### config.mk
export PLATFORM = sky130hd
export DESIGN_NAME = my_alu
export DESIGN_NICKNAME = d
export VERILOG_FILES = /design/src/rtl/my_alu_pkg.sv /design/src/rtl/my_alu_adder.sv /design/src/rtl/my_alu.sv
export SDC_FILE = /design/constraint.sdc
export NUM_CORES = 1
export LEC_CHECK = 0
export CORE_AREA = 10 10 47 49
export DETAILED_ROUTE_END_ITERATION = 6
export DIE_AREA = 0 0 57 59
export MAX_ROUTING_LAYER = met4
export PLACE_DENSITY = 0.69
export REMOVE_ABC_BUFFERS = 1
export SKIP_LAST_GASP = 1
export SYNTH_ARGS = -nofsm -noshare
export SYNTH_HDL_FRONTEND = slang
export SYNTH_SLANG_ARGS = --single-unit
### constraint.sdc
create_clock -name clk -period 0.8 [get_ports clk]
set_input_delay 0.16 -clock clk [delete_from_list [all_inputs] [get_ports clk]]
set_output_delay 0.16 -clock clk [all_outputs]
set_load 0.01 [all_outputs]
### src/rtl/my_alu_pkg.sv
// Shared definitions for the my_alu block: opcode type and opcode constants.
package my_alu_pkg;

   // 2-bit ALU opcode as carried on the S input.
   typedef logic [1:0] alu_op_t;

   localparam alu_op_t OP_ADD = 2'b00;
   localparam alu_op_t OP_SUB = 2'b01;
   localparam alu_op_t OP_AND = 2'b10;
   localparam alu_op_t OP_OR  = 2'b11;

endpackage

### src/rtl/my_alu_adder.sv
// WIDTH-bit ripple-carry adder shared by the ADD and SUB paths of my_alu.
// SUB is formed by the caller as a + ~b + 1 (b inverted, cin = 1).
module my_alu_adder #(
   parameter int WIDTH = 4
) (
   input  logic [WIDTH-1:0] a,
   input  logic [WIDTH-1:0] b,
   input  logic             cin,
   output logic [WIDTH-1:0] sum,
   output logic             cout
);

   logic carry;

   // Ripple the carry from LSB to MSB one full-adder stage at a time.
   always_comb begin
      sum   = '0;
      carry = cin;
      for (int i = 0; i < WIDTH; i++) begin
         sum[i] = a[i] ^ b[i] ^ carry;
         carry  = (a[i] & b[i]) | (carry & (a[i] ^ b[i]));
      end
      cout = carry;
   end

endmodule

### src/rtl/my_alu.sv
// my_alu: registered WIDTH-bit ADD/SUB/AND/OR unit with one-cycle latency.
// Optional build macro MY_ALU_FLAGS_EN adds registered Z (zero) and
// V (signed overflow) outputs that follow the same accept/reset rules as C.
//
// Handshake: an operation is accepted on every rising clk edge where
// in_valid=1 (no backpressure). On the following cycle out_valid=1 and C/Co
// hold its result. When in_valid=0, C/Co keep their last value and
// out_valid drops to 0 after the next edge. rst_n clears everything at once.
module my_alu
   import my_alu_pkg::*;
#(
   parameter int WIDTH = 4
) (
   input  logic             clk,
   input  logic             rst_n,
   input  logic             in_valid,
   input  logic [WIDTH-1:0] A,
   input  logic [WIDTH-1:0] B,
   input  logic [1:0]       S,
   output logic [WIDTH-1:0] C,
   output logic             Co,
   output logic             out_valid
`ifdef MY_ALU_FLAGS_EN
   ,
   output logic             Z,
   output logic             V
`endif
);

   alu_op_t          op;
   logic             sub_sel;
   logic [WIDTH-1:0] add_b;
   logic [WIDTH-1:0] sum;
   logic             cout;

   logic [WIDTH-1:0] c_d, c_q;
   logic             co_d, co_q;
   logic             out_valid_q;

   assign op      = S;
   assign sub_sel = (op == OP_SUB);
   // Subtraction reuses the adder as A + ~B + 1.
   assign add_b   = sub_sel ? ~B : B;

   my_alu_adder #(
      .WIDTH (WIDTH)
   ) u_adder (
      .a    (A),
      .b    (add_b),
      .cin  (sub_sel),
      .sum  (sum),
      .cout (cout)
   );

   // Opcode mux: arithmetic ops take the adder result, logic ops clear carry.
   always_comb begin
      c_d  = sum;
      co_d = cout;
      case (op)
         OP_ADD, OP_SUB: begin
            c_d  = sum;
            co_d = cout;
         end
         OP_AND: begin
            c_d  = A & B;
            co_d = 1'b0;
         end
         OP_OR: begin
            c_d  = A | B;
            co_d = 1'b0;
         end
         default: begin
            c_d  = sum;
            co_d = cout;
         end
      endcase
   end

   // Output registers: load on accept, hold otherwise; valid tracks in_valid.
   always_ff @(posedge clk or negedge rst_n) begin
      if (!rst_n) begin
         c_q         <= '0;
         co_q        <= 1'b0;
         out_valid_q <= 1'b0;
      end else begin
         out_valid_q <= in_valid;
         if (in_valid) begin
            c_q  <= c_d;
            co_q <= co_d;
         end
      end
   end

   assign C         = c_q;
   assign Co        = co_q;
   assign out_valid = out_valid_q;

`ifdef MY_ALU_FLAGS_EN
   logic z_d, z_q;
   logic v_d, v_q;

   // Flags: zero on the muxed result; signed overflow for ADD/SUB only.
   // Using the effective adder operand makes one rule cover both ops:
   // overflow when A and add_b share a sign and the sum's sign differs.
   always_comb begin
      z_d = (c_d == '0);
      v_d = 1'b0;
      if (op == OP_ADD || op == OP_SUB) begin
         v_d = (A[WIDTH-1] == add_b[WIDTH-1]) && (sum[WIDTH-1] != A[WIDTH-1]);
      end
   end

   // Flag registers share the accept/hold/reset behaviour of C.
   always_ff @(posedge clk or negedge rst_n) begin
      if (!rst_n) begin
         z_q <= 1'b0;
         v_q <= 1'b0;
      end else if (in_valid) begin
         z_q <= z_d;
         v_q <= v_d;
      end
   end

   assign Z = z_q;
   assign V = v_q;
`endif

endmodule

* After elaboration in Yosys (flattened, before gate mapping)
Cells that the tools add are included.
** Operators by class
- Bitwise operators :: 23
- Equal/unequal tests :: 3
- Multiplexer cells :: 3
- Reductions and logical operators :: 3
** Operator list (number)
- $pmux 4 s3 :: 1
- $and 1x1->1 :: 8
- $xor 1x1->1 :: 8
- $and 4x4->4 :: 1
- $eq 2x2->1 const B :: 2
- $mux 4 :: 1
- $not 4->4 :: 1
- $or 1x1->1 :: 4
- $or 4x4->4 :: 1
- $reduce_or 2->1 :: 2
- $eq 2x1->1 const B :: 1
- $logic_not 2->1 :: 1
- $pmux 1 s2 :: 1
** Word-level totals
- Register bits :: 6
- Output and inout port bits :: 6
- Bits of input ports :: 13
- Word-level logic and storage cells :: 35

* Logic depth before layout (Yosys ltp)
Gate-level depths: netlist of the first run.
- Depth after elaboration :: 12
- Gate-level depth with buffers :: 10
- Gate-level depth less buffers :: 9

* Hierarchy
A second synthesis of the first run with hierarchy kept.
** Unflattened totals
- Cell total of the unflattened synthesis :: 52
- Area total of the unflattened synthesis :: 531.8 µm²
** By module, submodules not included
- my_alu :: times used 1, area an instance 414.1 µm², sequential area each 150.1 µm², cells each 38
- my_alu_adder :: times used 1, area an instance 117.6 µm², sequential area each 0.0 µm², cells each 14

* Worst setup path after synthesis of the first run
No wires, ideal clock.
- Path type :: input-to-reg
- From :: input S[1]
- To :: register c_q[3], in the netlist C[3]
- Stages :: 10
- Data arrival time :: 1.942 ns
- Path slack :: -1.270 ns
- Data required time :: 0.672 ns
- Buffers on the path :: 1
- Setup time :: 0.128 ns
- Cell sequence :: buf_2 > nand2b_1 > xnor2_1 > fa_1 > inv_1 > fa_1 > fa_1 > nor2_1 > mux2i_1 > o21ai_0
** Between the ends
- Cells in the longest elaborated chain, start to end :: 11
- Elaborated cells on any way between the ends :: 21
- Classes of those cells :: 3 x eq/ne; 2 x mux; 14 x bitwise; 2 x reduce/logical
** Ends and longest elaborated chain
- from (decl) :: line my_alu.sv:19 : input logic [1:0] S,
- $eq 2x1->1 :: line my_alu.sv:41, my_alu.sv:59
- $mux 4 :: line my_alu.sv:43 : assign add_b = sub_sel ? ~B : B;
- $xor 1x1->1 :: line my_alu_adder.sv:21 : carry = (a[i] & b[i]) | (carry & (a[i] ^ b[i]));
- $and 1x1->1 :: line my_alu_adder.sv:21
- $or 1x1->1 :: line my_alu_adder.sv:21
- $and 1x1->1 :: line my_alu_adder.sv:21
- $or 1x1->1 :: line my_alu_adder.sv:21
- $and 1x1->1 :: line my_alu_adder.sv:21
- $or 1x1->1 :: line my_alu_adder.sv:21
- $xor 1x1->1 :: line my_alu_adder.sv:20 : sum[i] = a[i] ^ b[i] ^ carry;
- $pmux 4 s3 (*) :: line my_alu.sv:59 : case (op)
- to (signal assigned) :: line my_alu.sv:82 : c_q <= '0;
- to (signal assigned) :: line my_alu.sv:88 : c_q <= c_d;
- to (decl) :: line my_alu.sv:36 : logic [WIDTH-1:0] c_d, c_q;
Mark *: on every way between the ends. The rest lies on a longest branch, timed or not.
A chain may end at the register's enable or synchronous reset.

* Final worst setup path of the first run
Same ends and word-level chain as after synthesis.

==> results of run 1 <==
==> layout make-up <==
type	instances	area, µm²	area share (%)
well taps	16	20.0	2.51
flip-flops and latches	6	150	18.8
repair buffers	33	263	33.0
clock buffers	3	22.5	2.83
inverters	5	18.8	2.35
multi-input cells	34	323	40.5
==> sequential cells by signal, indices dropped and copies added, names as in the netlist <==
signal / flops
out_valid: 1
C: 4
Co: 1
==> through the flow <==
stage	hold slack, ns	area [µm²]	setup TNS (ns)	total power, mW
2_1_floorplan	-0.136	447	-3.18	0.534
3_3_place_gp	0.424	744	-7.29	0.810
3_5_place_dp	0.428	744	-7.45	0.822
4_1_cts	0.157	779	-3.72	1.11
6_report	0.157	797	-3.39	1.12
5_1_grt	0.169	797	-3.95	1.19
==> cell usage after synthesis <==
| master | instances | area share, % |
|---|---|---|
| sky130_fd_sc_hd__nand3_1 | 3 | 3.3 |
| sky130_fd_sc_hd__dfrtp_1 | 6 | 33 |
| sky130_fd_sc_hd__a21oi_1 | 2 | 2.2 |
| sky130_fd_sc_hd__nand2_1 | 2 | 1.6 |
| sky130_fd_sc_hd__nor2_1 | 3 | 2.5 |
| sky130_fd_sc_hd__o21ai_0 | 3 | 3.3 |
| sky130_fd_sc_hd__mux2_2 | 1 | 2.5 |
| sky130_fd_sc_hd__ha_1 | 2 | 5.5 |
| sky130_fd_sc_hd__o211ai_1 | 2 | 3.3 |
| sky130_fd_sc_hd__nand3b_1 | 2 | 3.3 |
| sky130_fd_sc_hd__inv_1 | 5 | 4.1 |
| sky130_fd_sc_hd__and2b_1 | 1 | 1.6 |
| sky130_fd_sc_hd__mux2i_1 | 2 | 4.4 |
| sky130_fd_sc_hd__xnor2_1 | 3 | 5.8 |
| sky130_fd_sc_hd__o2111ai_1 | 1 | 1.9 |
| sky130_fd_sc_hd__maj3_2 | 1 | 2.5 |
| sky130_fd_sc_hd__buf_2 | 2 | 2.2 |
| sky130_fd_sc_hd__nand2b_1 | 3 | 4.1 |
| sky130_fd_sc_hd__fa_1 | 3 | 13 |
==> placed cells by master (no fill, tap or decap), types with 3 or more instances in the layout <==
cell type,netlist,routed
sky130_fd_sc_hd__inv_1,5,4
sky130_fd_sc_hd__clkbuf_4,0,3
sky130_fd_sc_hd__buf_2,2,6
sky130_fd_sc_hd__nand3_1,3,3
sky130_fd_sc_hd__dfrtp_1,6,6
sky130_fd_sc_hd__nor2_1,3,3
sky130_fd_sc_hd__clkdlybuf4s50_1,0,5
sky130_fd_sc_hd__buf_4,0,13
sky130_fd_sc_hd__buf_6,0,4
==> cells by family after synthesis <==
group                    count (synthesis)  share of synthesized area (%)
AO/OA/AOI/OAI                            8                           10.7
XOR/XNOR                                 3                           5.75
adder cells (fa/ha/maj)                  6                           21.1
buffers and inverters                    7                           6.30
flip-flops                               6                           32.9
multiplexers                             3                           6.85
AND/OR/NAND/NOR                         14                           16.4
==> where the power goes <==
group          internal (mW)  leakage [nW]  switching, mW
Sequential             0.351        0.0734         0.0260
Clock                  0.171        0.0138          0.121
Combinational          0.257         0.312          0.191
==> what timing repair did <==
item / CTS / global route
setup endpoints to repair: 11 / 11
gates resized for setup: 51 / 9
pin swaps: 10 / 7
buffers inserted: 2 / 1
hold buffers: 0 / 0
==> worst max path at each step <==
stage / to / slack, ns / depth (start not counted)
after global routing: C[3] / -1.06 / 10
after floorplan: C[3] / -1.11 / 9
final: C[3] / -0.95 / 10
after detailed placement: C[3] / -1.72 / 10
after CTS: C[3] / -1.08 / 10
after global placement: C[3] / -1.64 / 10
==> layer usage <==
| layer | vias up | part of all wire, % | track usage [%] |
|---|---|---|---|
| met4 | 0 | 0 | 2.01 |
| li1 | 227 | - | - |
| met3 | 0 | 9.6 | 4.94 |
| met2 | 17 | 51 | 14.1 |
| met1 | 215 | 40 | 7.84 |
| met5 | - | 0 | - |
==> run_summary.xml, run 1 <==
<?xml version="1.0" encoding="UTF-8"?>
<metrics>
  <group name="cts">
    <metric name="clock_sinks" unit="">6</metric>
    <metric name="max_root_sink_buffers" unit="">2</metric>
    <metric name="tritoncts_clock_tree" unit="">done</metric>
    <metric name="clkLatencyLatePin" unit="ns">0.25</metric>
    <metric name="library_cell_used_as_clock_root_buffer" unit="">sky130_fd_sc_hd__clkbuf_4</metric>
    <metric name="cts_htree_levels" unit="">1</metric>
    <metric name="clkTransAtPathRegs" unit="ns">0.05</metric>
    <metric name="numCtsBuffers" unit="">3</metric>
  </group>
  <group name="floorplanning">
    <metric name="floorplan.io_pins" unit="">19</metric>
    <metric name="core" unit="mm²">0.00140</metric>
    <metric name="fp.dieH" unit="µm">59</metric>
    <metric name="fp-row-count" unit="">14</metric>
    <metric name="dieArea" unit="mm²">0.00336</metric>
    <metric name="die_width" unit="µm">57</metric>
    <metric name="initial_core_util" unit="%">32.6</metric>
  </group>
  <group name="timing">
    <metric name="fin_crit" unit="ns">1.75</metric>
    <metric name="fin_worst_skew" unit="ns">0</metric>
    <metric name="setup_viol" unit="">11</metric>
    <metric name="slew_margin_rel" unit="%">80.9</metric>
    <metric name="clock.fmax" unit="MHz">571</metric>
    <metric name="grt_setup_unrepaired" unit="">true</metric>
    <metric name="finalMaxSlewViolations" unit="">0</metric>
    <metric name="worst_slew_pin_slew" unit="ns">0.286</metric>
    <metric name="finalWorstSetupSlack" unit="ns">-0.951</metric>
    <metric name="timing.final.crit_share" unit="%">219</metric>
    <metric name="finalHoldViolations" unit="">0</metric>
  </group>
  <group name="placement">
    <metric name="gpl.final_weighted_congestion" unit="">0.701</metric>
    <metric name="pre_cts_ws" unit="ns">-1.72</metric>
    <metric name="placement.io_buffers" unit="">18</metric>
    <metric name="dp_cells" unit="">92</metric>
    <metric name="post-dp-hpwl" unit="µm">1000</metric>
  </group>
  <group name="setup_path">
    <metric name="critPathBufInv" unit="">2</metric>
    <metric name="critical-path-slowest-cell" unit="">sky130_fd_sc_hd__fa_1</metric>
    <metric name="crit_reg_reg_startpoint" unit="">Co</metric>
    <metric name="critPathLaunchType" unit="">primary input</metric>
    <metric name="cp_data_required_time" unit="ns">0.93</metric>
    <metric name="timing.reg2reg.worst_path_depth" unit="">2</metric>
    <metric name="worstPathCellList" unit="">buf_6 &gt; nand2b_4 &gt; xnor2_2 &gt; fa_2 &gt; inv_2 &gt; fa_2 &gt; fa_1 &gt; nor2_1 &gt; mux2i_1 &gt; o21ai_1</metric>
    <metric name="cp_top_family" unit="">adder cells</metric>
    <metric name="worst-setup-path-type" unit="">primary input to flop</metric>
    <metric name="crit_top_cell" unit="">sky130_fd_sc_hd__fa_2</metric>
    <metric name="crit_fanout" unit="">2</metric>
    <metric name="critical_path_arrival" unit="ns">1.88</metric>
    <metric name="crit-reg2reg-capture" unit="">Co</metric>
    <metric name="critical_path.max_stage_delay" unit="ns">0.48</metric>
    <metric name="critPathCaptureType" unit="">flop</metric>
    <metric name="internal_reg_to_reg_setup_slack" unit="ns">-0.05</metric>
    <metric name="setup.worst_path.start" unit="">S[1]</metric>
  </group>
  <group name="layout">
    <metric name="utilization" unit="%">56.9</metric>
    <metric name="final_net_count" unit="">101</metric>
    <metric name="nFillCells" unit="">145</metric>
    <metric name="final_layout_size_suffix_gt1_share" unit="%">49.4</metric>
    <metric name="antennaDiodeCount" unit="">0</metric>
    <metric name="layoutNonFillerInstCount" unit="">97</metric>
    <metric name="area_growth_from_synthesis_to_final_layout" unit="%">74.5</metric>
  </group>
  <group name="route">
    <metric name="drt.antenna.violating_nets" unit="">0</metric>
    <metric name="wl" unit="µm">1240</metric>
    <metric name="drc_errors" unit="">0</metric>
    <metric name="drt_pass1_iterations" unit="">3</metric>
    <metric name="drt_iter0_drc" unit="">2</metric>
    <metric name="routed_wire_length_per_instance" unit="µm">12.8</metric>
    <metric name="avgViaCountPerCell" unit="">4.73</metric>
    <metric name="vias" unit="">459</metric>
  </group>
  <group name="global_route">
    <metric name="first_global_vias" unit="">507</metric>
    <metric name="maximum_number_of_pins_on_one_net_before_global_route_repair" unit="">11</metric>
    <metric name="grt_antenna_before_repair" unit="">0</metric>
    <metric name="groute.usage.overall" unit="%">8.27</metric>
    <metric name="grt_first_pass_wirelength" unit="µm">2190</metric>
    <metric name="overflow_left_after_global_routing" unit="">0</metric>
  </group>
  <group name="yosys">
    <metric name="synth.cell_area" unit="µm²">457</metric>
    <metric name="ys_warn_count" unit="">0</metric>
    <metric name="synthesis.instances" unit="">47</metric>
    <metric name="syn_area_per_cell" unit="µm²">9.72</metric>
    <metric name="yosysSeqAreaShare" unit="%">32.9</metric>
    <metric name="synth_seq_cells" unit="">6</metric>
    <metric name="count_of_unique_library_cells_instantiated_by_yosys" unit="">19</metric>
  </group>
  <group name="outcome">
    <metric name="failed_checks" unit="">setup timing</metric>
    <metric name="run_status" unit="">complete, but fails checks</metric>
  </group>
  <group name="min_path">
    <metric name="hold_path.class" unit="">primary input to asynchronous set/reset pin</metric>
  </group>
  <group name="run">
    <metric name="max_cap_viol_count" unit="">0</metric>
  </group>
  <group name="power_and_ir_drop">
    <metric name="peakVddDrop" unit="V">0.000946</metric>
    <metric name="total_power_per_unit_cell_area" unit="mW/mm²">1400</metric>
    <metric name="leakage" unit="nW">0.399</metric>
  </group>
</metrics>
Note: power is estimated with default switching activity, not from simulation.
==> run 2, diff against run 1 <==
--- a/config.mk
+++ b/config.mk
@@ -8,7 +8,7 @@
 export CORE_AREA = 10 10 47 49
 export DETAILED_ROUTE_END_ITERATION = 6
 export DIE_AREA = 0 0 57 59
-export MAX_ROUTING_LAYER = met4
+export GPL_TIMING_DRIVEN = 0
 export PLACE_DENSITY = 0.69
 export REMOVE_ABC_BUFFERS = 1
 export SKIP_LAST_GASP = 1
==> run 2 against run 1 <==
  * The run still ends with setup timing left
  * Sequential share of layout area is 1.8 points higher
  * Power shrank 5.3%
  * Routed wire length is 8.8% lower
  * Flip-flop and latch count did not move
  * Count of clock-buffer cells in the layout unchanged
  * Core utilization is 4.9 points lower
  * Via count shrank 8.3%
  * Final area shrank 8.6%
  * First-iteration DRC count up 100%
  * Clock power fell by 9.6%
==> run_summary.xml, run 2 (synthesis gave the netlist of run 1 again) <==
<?xml version="1.0" encoding="UTF-8"?>
<metrics>
  <group name="setup_path">
    <metric name="crit_reg_reg_startpoint" unit="">Co</metric>
    <metric name="critPathCaptureType" unit="">flop</metric>
    <metric name="path_depth" unit="">10</metric>
    <metric name="cp_top_family" unit="">adder cells</metric>
    <metric name="setup.worst_path.start" unit="">S[1]</metric>
    <metric name="critical_path_arrival" unit="ns">1.92</metric>
    <metric name="critical_path.max_stage_delay" unit="ns">0.53</metric>
    <metric name="internal_reg_to_reg_setup_slack" unit="ns">-0.09</metric>
    <metric name="worstPathCellList" unit="">buf_12 &gt; nand2b_4 &gt; xnor2_2 &gt; fa_2 &gt; inv_2 &gt; fa_2 &gt; fa_2 &gt; nor2_1 &gt; mux2i_1 &gt; o21ai_1</metric>
    <metric name="crit_top_cell" unit="">sky130_fd_sc_hd__fa_2</metric>
    <metric name="worst-setup-path-type" unit="">primary input to flop</metric>
    <metric name="timing.reg2reg.worst_path_depth" unit="">2</metric>
    <metric name="crit-reg2reg-capture" unit="">Co</metric>
    <metric name="crit_fanout" unit="">2</metric>
    <metric name="cp_data_required_time" unit="ns">0.92</metric>
    <metric name="critical-path-slowest-cell" unit="">sky130_fd_sc_hd__fa_2</metric>
    <metric name="critPathBufInv" unit="">2</metric>
    <metric name="crit_path_end" unit="">C[3]</metric>
    <metric name="critPathLaunchType" unit="">primary input</metric>
  </group>
  <group name="global_route">
    <metric name="maximum_number_of_pins_on_one_net_before_global_route_repair" unit="">13</metric>
    <metric name="overflow_left_after_global_routing" unit="">0</metric>
    <metric name="grt_antenna_before_repair" unit="">0</metric>
    <metric name="grt_first_pass_wirelength" unit="µm">1990</metric>
    <metric name="first_global_vias" unit="">496</metric>
    <metric name="groute.usage.overall" unit="%">7.40</metric>
  </group>
  <group name="power_and_ir_drop">
    <metric name="leakage" unit="nW">0.354</metric>
    <metric name="sequentialPowerShare" unit="%">35.7</metric>
    <metric name="power_report.internal_total" unit="mW">0.755</metric>
    <metric name="power_switching" unit="mW">0.302</metric>
    <metric name="power_frac_comb" unit="%">39.4</metric>
    <metric name="power_frac_clock" unit="%">24.9</metric>
    <metric name="total_power_per_unit_cell_area" unit="mW/mm²">1450</metric>
    <metric name="peakVddDrop" unit="V">0.00109</metric>
    <metric name="swShare" unit="%">28.5</metric>
  </group>
  <group name="layout">
    <metric name="layout.cells.most_common" unit="">sky130_fd_sc_hd__dfrtp_1</metric>
    <metric name="multiInputGateArea" unit="µm²">318</metric>
    <metric name="antennaDiodeCount" unit="">0</metric>
    <metric name="register_area" unit="µm²">150</metric>
    <metric name="final_net_count" unit="">90</metric>
    <metric name="final_layout_size_suffix_gt1_share" unit="%">41.4</metric>
    <metric name="layoutNonFillerInstCount" unit="">86</metric>
    <metric name="area_growth_from_synthesis_to_final_layout" unit="%">59.5</metric>
    <metric name="largest_register_ffs" unit="">4</metric>
    <metric name="mostFrequentLayoutCells" unit="">sky130_fd_sc_hd__dfrtp_1, sky130_fd_sc_hd__buf_4, sky130_fd_sc_hd__inv_1, sky130_fd_sc_hd__clkdlybuf4s50_1</metric>
    <metric name="nFillCells" unit="">140</metric>
  </group>
  <group name="route">
    <metric name="drc_errors" unit="">0</metric>
    <metric name="drt.antenna.violating_nets" unit="">0</metric>
    <metric name="drt_iter0_drc" unit="">4</metric>
    <metric name="vias" unit="">421</metric>
    <metric name="avgViaCountPerCell" unit="">4.90</metric>
    <metric name="drt_pass1_iterations" unit="">2</metric>
    <metric name="routed_wire_length_per_instance" unit="µm">13.1</metric>
    <metric name="wl" unit="µm">1130</metric>
  </group>
  <group name="timing">
    <metric name="finalMaxSlewViolations" unit="">0</metric>
    <metric name="clock.fmax" unit="MHz">556</metric>
    <metric name="fin_worst_skew" unit="ns">0</metric>
    <metric name="worst_slew_pin_slew" unit="ns">0.259</metric>
    <metric name="timing.final.crit_share" unit="%">225</metric>
    <metric name="finalHoldViolations" unit="">0</metric>
    <metric name="grt_setup_unrepaired" unit="">true</metric>
    <metric name="fin_crit" unit="ns">1.80</metric>
    <metric name="tns" unit="ns">-3.22</metric>
    <metric name="setup_viol" unit="">10</metric>
    <metric name="finalWorstSetupSlack" unit="ns">-0.999</metric>
    <metric name="slew_margin_rel" unit="%">82.7</metric>
  </group>
  <group name="floorplanning">
    <metric name="die_width" unit="µm">57</metric>
    <metric name="floorplan.io_pins" unit="">19</metric>
    <metric name="fp-row-count" unit="">14</metric>
    <metric name="dieArea" unit="mm²">0.00336</metric>
    <metric name="fp.dieH" unit="µm">59</metric>
    <metric name="initial_core_util" unit="%">32.6</metric>
    <metric name="core" unit="mm²">0.00140</metric>
  </group>
  <group name="cts">
    <metric name="holdBufCountCts" unit="">0</metric>
    <metric name="clkTransAtPathRegs" unit="ns">0.04</metric>
    <metric name="clock_sinks" unit="">6</metric>
    <metric name="max_root_sink_buffers" unit="">2</metric>
    <metric name="tritoncts_clock_tree" unit="">done</metric>
    <metric name="clkLatencyLatePin" unit="ns">0.24</metric>
    <metric name="numCtsBuffers" unit="">3</metric>
    <metric name="library_cell_used_as_clock_root_buffer" unit="">sky130_fd_sc_hd__clkbuf_4</metric>
    <metric name="cts_htree_levels" unit="">1</metric>
  </group>
  <group name="placement">
    <metric name="placement.io_buffers" unit="">18</metric>
    <metric name="dp_cells" unit="">79</metric>
    <metric name="gpl.final_weighted_congestion" unit="">0.663</metric>
    <metric name="post-dp-hpwl" unit="µm">823</metric>
  </group>
  <group name="outcome">
    <metric name="run_status" unit="">complete, but fails checks</metric>
    <metric name="failed_checks" unit="">setup timing</metric>
  </group>
  <group name="run">
    <metric name="max_cap_viol_count" unit="">0</metric>
  </group>
  <group name="min_path">
    <metric name="hold_path.class" unit="">primary input to asynchronous set/reset pin</metric>
  </group>
</metrics>
==> run 2: cell count changes in the layout (fill, tap and decap cells not counted), sizes merged <==
| cell | change |
|---|---|
| buf | -11 |
| clkdlybuf4s50 | -1 |
| dlygate4sd2 | -1 |
| clkdlybuf4s15 | +2 |
==> run 2: per-stage QoR <==
stage	hold slack (ns)	cell area [µm²]	util [%]	worst slack [ns]	total power, mW
3_3_place_gp	0.418	647	46.2	-1.90	0.749
4_1_cts	0.161	691	49.3	-0.996	1.02
3_5_place_dp	0.418	647	46.2	-1.95	0.753
2_1_floorplan	-0.136	447	-	-1.11	0.534
6_report	0.159	728	52.0	-0.999	1.06
5_1_grt	0.172	728	52.0	-1.07	1.16
==> run 2: layer usage <==
metal  up-vias  track usage, %  share of wire (%)
met4         0            2.01               0.35
met5         -               0                  0
met3         2            5.58                 13
met1       196            6.30                 35
li1        207               -                  -
met2        16            13.3                 52
==> run 2: worst min path at each step <==
| stage | cells past startpoint | to | start | slack [ns] |
|---|---|---|---|---|
| global placement | 1 | Co | rst_n | 0.42 |
| detailed placement | 1 | Co | rst_n | 0.42 |
| finish | 1 | Co | rst_n | 0.16 |
| CTS | 1 | Co | rst_n | 0.16 |
| floorplan | 0 | C[0] | rst_n | -0.14 |
| global route | 1 | C[2] | rst_n | 0.17 |
==> run 2: cell type report <==
cell class | count | share of cell area, %
multi-input combinational | 34 | 43.6
timing repair buffer | 22 | 27.3
sequential | 6 | 20.6
clock buffer | 3 | 3.09
tap | 16 | 2.75
inverter | 5 | 2.58
==> run 2: power groups by stage <==
stage               combinational (mW)  sequential, mW  clock (mW)
finish                           0.416           0.377       0.264
CTS                              0.366           0.372       0.280
global placement                 0.371           0.378           0
floorplan                        0.133           0.400           0
global route                     0.469           0.384       0.305
detailed placement               0.375           0.378           0
==> run 2: repair_timing <==
action,CTS,global route
pin swaps,4,2
buffers inserted,2,2
resized for setup,59,9
endpoints found under the setup margin,12,11
==> run 2: worst reg2reg max path, delay by kind of cell, from the launching register on <==
| kind | cells | cell delay (ns) |
|---|---|---|
| buf+inv | 1 | 0.14 |
| mux | 1 | 0.25 |
| flops | 1 | 0.38 |
==> run 3, diff against run 2 <==
--- a/config.mk
+++ b/config.mk
@@ -5,9 +5,9 @@
 export SDC_FILE = /design/constraint.sdc
 export NUM_CORES = 1
 export LEC_CHECK = 0
-export CORE_AREA = 10 10 47 49
+export CORE_AREA = 3 3 40 42
 export DETAILED_ROUTE_END_ITERATION = 6
-export DIE_AREA = 0 0 57 59
+export DIE_AREA = 0 0 43 45
 export GPL_TIMING_DRIVEN = 0
 export PLACE_DENSITY = 0.69
 export REMOVE_ABC_BUFFERS = 1
==> run 3 against run 2 <==
  * Count of clock-buffer cells in the layout unchanged
  * Critical path depth did not move
  * Worst setup slack gained 0.059 ns
  * Sequential power about the same
  * Core utilization rose by 4.0 points
  * Global-route usage increased by 5.1 points
  * Largest power group unchanged
  * Clock skew stayed put
  * Combinational power hardly changed
  * Register-to-register slack improved by 0.04 ns
  * The flow still finishes with violations (setup timing)
  * Final area down 1.2%
  * Worst hold slack got worse by 0.0035 ns
  * Power is essentially flat
==> run_summary.xml, run 3 (synthesis gave the netlist of run 1 again) <==
<?xml version="1.0" encoding="UTF-8"?>
<metrics>
  <group name="outcome">
    <metric name="run_status" unit="">complete, but fails checks</metric>
    <metric name="failed_checks" unit="">setup timing</metric>
  </group>
  <group name="placement">
    <metric name="post_dp_cell_area" unit="µm²">646</metric>
    <metric name="pre_cts_ws" unit="ns">-1.91</metric>
    <metric name="placement.io_buffers" unit="">18</metric>
    <metric name="post-dp-hpwl" unit="µm">728</metric>
    <metric name="dp_cells" unit="">78</metric>
    <metric name="gpl.final_weighted_congestion" unit="">0.748</metric>
  </group>
  <group name="power_and_ir_drop">
    <metric name="leakage" unit="nW">0.349</metric>
    <metric name="total_power_per_unit_cell_area" unit="mW/mm²">1470</metric>
    <metric name="peakVddDrop" unit="V">0.000461</metric>
    <metric name="totalPowerFinal" unit="mW">1.06</metric>
  </group>
  <group name="floorplanning">
    <metric name="core" unit="mm²">0.00128</metric>
    <metric name="die_width" unit="µm">43</metric>
    <metric name="floorplan.io_pins" unit="">19</metric>
    <metric name="initial_core_util" unit="%">35.5</metric>
    <metric name="fp-row-count" unit="">13</metric>
    <metric name="dieArea" unit="mm²">0.00194</metric>
    <metric name="fp.dieH" unit="µm">45</metric>
  </group>
  <group name="timing">
    <metric name="grt_setup_unrepaired" unit="">true</metric>
    <metric name="worst_hold_slack" unit="ns">0.156</metric>
    <metric name="fin_worst_skew" unit="ns">0</metric>
    <metric name="tns" unit="ns">-3.34</metric>
    <metric name="fin_crit" unit="ns">1.74</metric>
    <metric name="worst_slew_pin_slew" unit="ns">0.408</metric>
    <metric name="clock.fmax" unit="MHz">575</metric>
    <metric name="timing.final.crit_share" unit="%">217</metric>
    <metric name="setup_viol" unit="">10</metric>
    <metric name="finalMaxSlewViolations" unit="">0</metric>
    <metric name="finalHoldViolations" unit="">0</metric>
    <metric name="finalWorstSetupSlack" unit="ns">-0.940</metric>
    <metric name="slew_margin_rel" unit="%">72.8</metric>
  </group>
  <group name="global_route">
    <metric name="overflow_left_after_global_routing" unit="">0</metric>
    <metric name="grt_first_pass_wirelength" unit="µm">1700</metric>
    <metric name="grt_antenna_before_repair" unit="">0</metric>
    <metric name="first_global_vias" unit="">414</metric>
    <metric name="maximum_number_of_pins_on_one_net_before_global_route_repair" unit="">13</metric>
    <metric name="groute.usage.overall" unit="%">12.5</metric>
  </group>
  <group name="layout">
    <metric name="layoutNonFillerInstCount" unit="">88</metric>
    <metric name="layout.cells.most_common" unit="">sky130_fd_sc_hd__buf_4</metric>
    <metric name="register_area" unit="µm²">150</metric>
    <metric name="mostFrequentLayoutCells" unit="">sky130_fd_sc_hd__buf_4, sky130_fd_sc_hd__dfrtp_1, sky130_fd_sc_hd__buf_2</metric>
    <metric name="nFillCells" unit="">133</metric>
    <metric name="largest_register_ffs" unit="">4</metric>
    <metric name="utilization" unit="%">56.0</metric>
    <metric name="final_design_area_no_fill" unit="µm²">719</metric>
    <metric name="antennaDiodeCount" unit="">0</metric>
    <metric name="area_growth_from_synthesis_to_final_layout" unit="%">57.5</metric>
    <metric name="final_layout_size_suffix_gt1_share" unit="%">39.7</metric>
    <metric name="final_net_count" unit="">93</metric>
    <metric name="multiInputGateArea" unit="µm²">312</metric>
  </group>
  <group name="min_path">
    <metric name="hold_path.class" unit="">primary input to asynchronous set/reset pin</metric>
  </group>
  <group name="cts">
    <metric name="clkLatencyLatePin" unit="ns">0.24</metric>
    <metric name="cts_htree_levels" unit="">1</metric>
    <metric name="clkTransAtPathRegs" unit="ns">0.04</metric>
    <metric name="tritoncts_clock_tree" unit="">done</metric>
    <metric name="clock_sinks" unit="">6</metric>
    <metric name="numCtsBuffers" unit="">3</metric>
    <metric name="holdBufCountCts" unit="">0</metric>
    <metric name="max_root_sink_buffers" unit="">2</metric>
    <metric name="library_cell_used_as_clock_root_buffer" unit="">sky130_fd_sc_hd__clkbuf_4</metric>
  </group>
  <group name="setup_path">
    <metric name="timing.reg2reg.worst_path_depth" unit="">4</metric>
    <metric name="critPathLaunchType" unit="">primary input</metric>
    <metric name="cp_data_required_time" unit="ns">0.92</metric>
    <metric name="crit_fanout" unit="">3</metric>
    <metric name="critical_path_arrival" unit="ns">1.86</metric>
    <metric name="critPathCaptureType" unit="">flop</metric>
    <metric name="worst-setup-path-type" unit="">primary input to flop</metric>
  </group>
  <group name="route">
    <metric name="drt_iter0_drc" unit="">7</metric>
    <metric name="vias" unit="">411</metric>
    <metric name="routed_wire_length_per_instance" unit="µm">11.9</metric>
    <metric name="drc_errors" unit="">0</metric>
    <metric name="drt.antenna.violating_nets" unit="">0</metric>
    <metric name="drt_pass1_iterations" unit="">4</metric>
    <metric name="avgViaCountPerCell" unit="">4.67</metric>
    <metric name="wl" unit="µm">1050</metric>
  </group>
  <group name="run">
    <metric name="max_cap_viol_count" unit="">0</metric>
  </group>
</metrics>
run 3: per-layer routing:
layer | share of wire, % | global-route usage [%] | up-vias
li1 | - | - | 210
met1 | 40 | 13.2 | 191
met2 | 55 | 21.0 | 10
met3 | 4.2 | 2.39 | 0
met4 | 0 | 12.0 | 0
met5 | 0 | 0 | -
run 3: area by class of cell:
| cell class | instances | share of cell area, % |
|---|---|---|
| clock buffers | 3 | 3.13 |
| inverters | 5 | 2.61 |
| repair buffers | 25 | 27.5 |
| well taps | 15 | 2.61 |
| flip-flops and latches | 6 | 20.9 |
| multi-input cells | 34 | 43.3 |
run 3: worst max-delay path, cell delays in order:
cell and delay (ns):
sky130_fd_sc_hd__buf_12 0.10, sky130_fd_sc_hd__nand2b_4 0.15, sky130_fd_sc_hd__xnor2_2 0.16, sky130_fd_sc_hd__fa_2 0.21, sky130_fd_sc_hd__inv_2 0.04, sky130_fd_sc_hd__fa_2 0.33
sky130_fd_sc_hd__fa_1 0.48, sky130_fd_sc_hd__nor2_1 0.04, sky130_fd_sc_hd__mux2i_1 0.11, sky130_fd_sc_hd__o21ai_1 0.08
run 3: path summary, 6_finish.rpt:
path	slack [ns]	from	endpoint
min	0.16	rst_n	Co
max reg2reg	-0.05	C[1]	C[1]
max	-0.94	S[1]	C[3]
min reg2reg	0.52	Co	Co
min in group clk	0.21	S[1]	C[0]
max in group asynchronous	0.43	rst_n	C[2]
run 3: report_power, final:
part / total (mW) / switching [mW] / internal (mW)
Sequential: 0.374 / 0.0232 / 0.351
Clock: 0.269 / 0.0997 / 0.169
Combinational: 0.415 / 0.184 / 0.231
run 3: timing repair:
| action | in CTS | in global routing |
|---|---|---|
| pin swaps | 5 | 2 |
| buffers inserted | 6 | 2 |
| setup endpoints to repair | 11 | 11 |
| resized for setup | 56 | 4 |
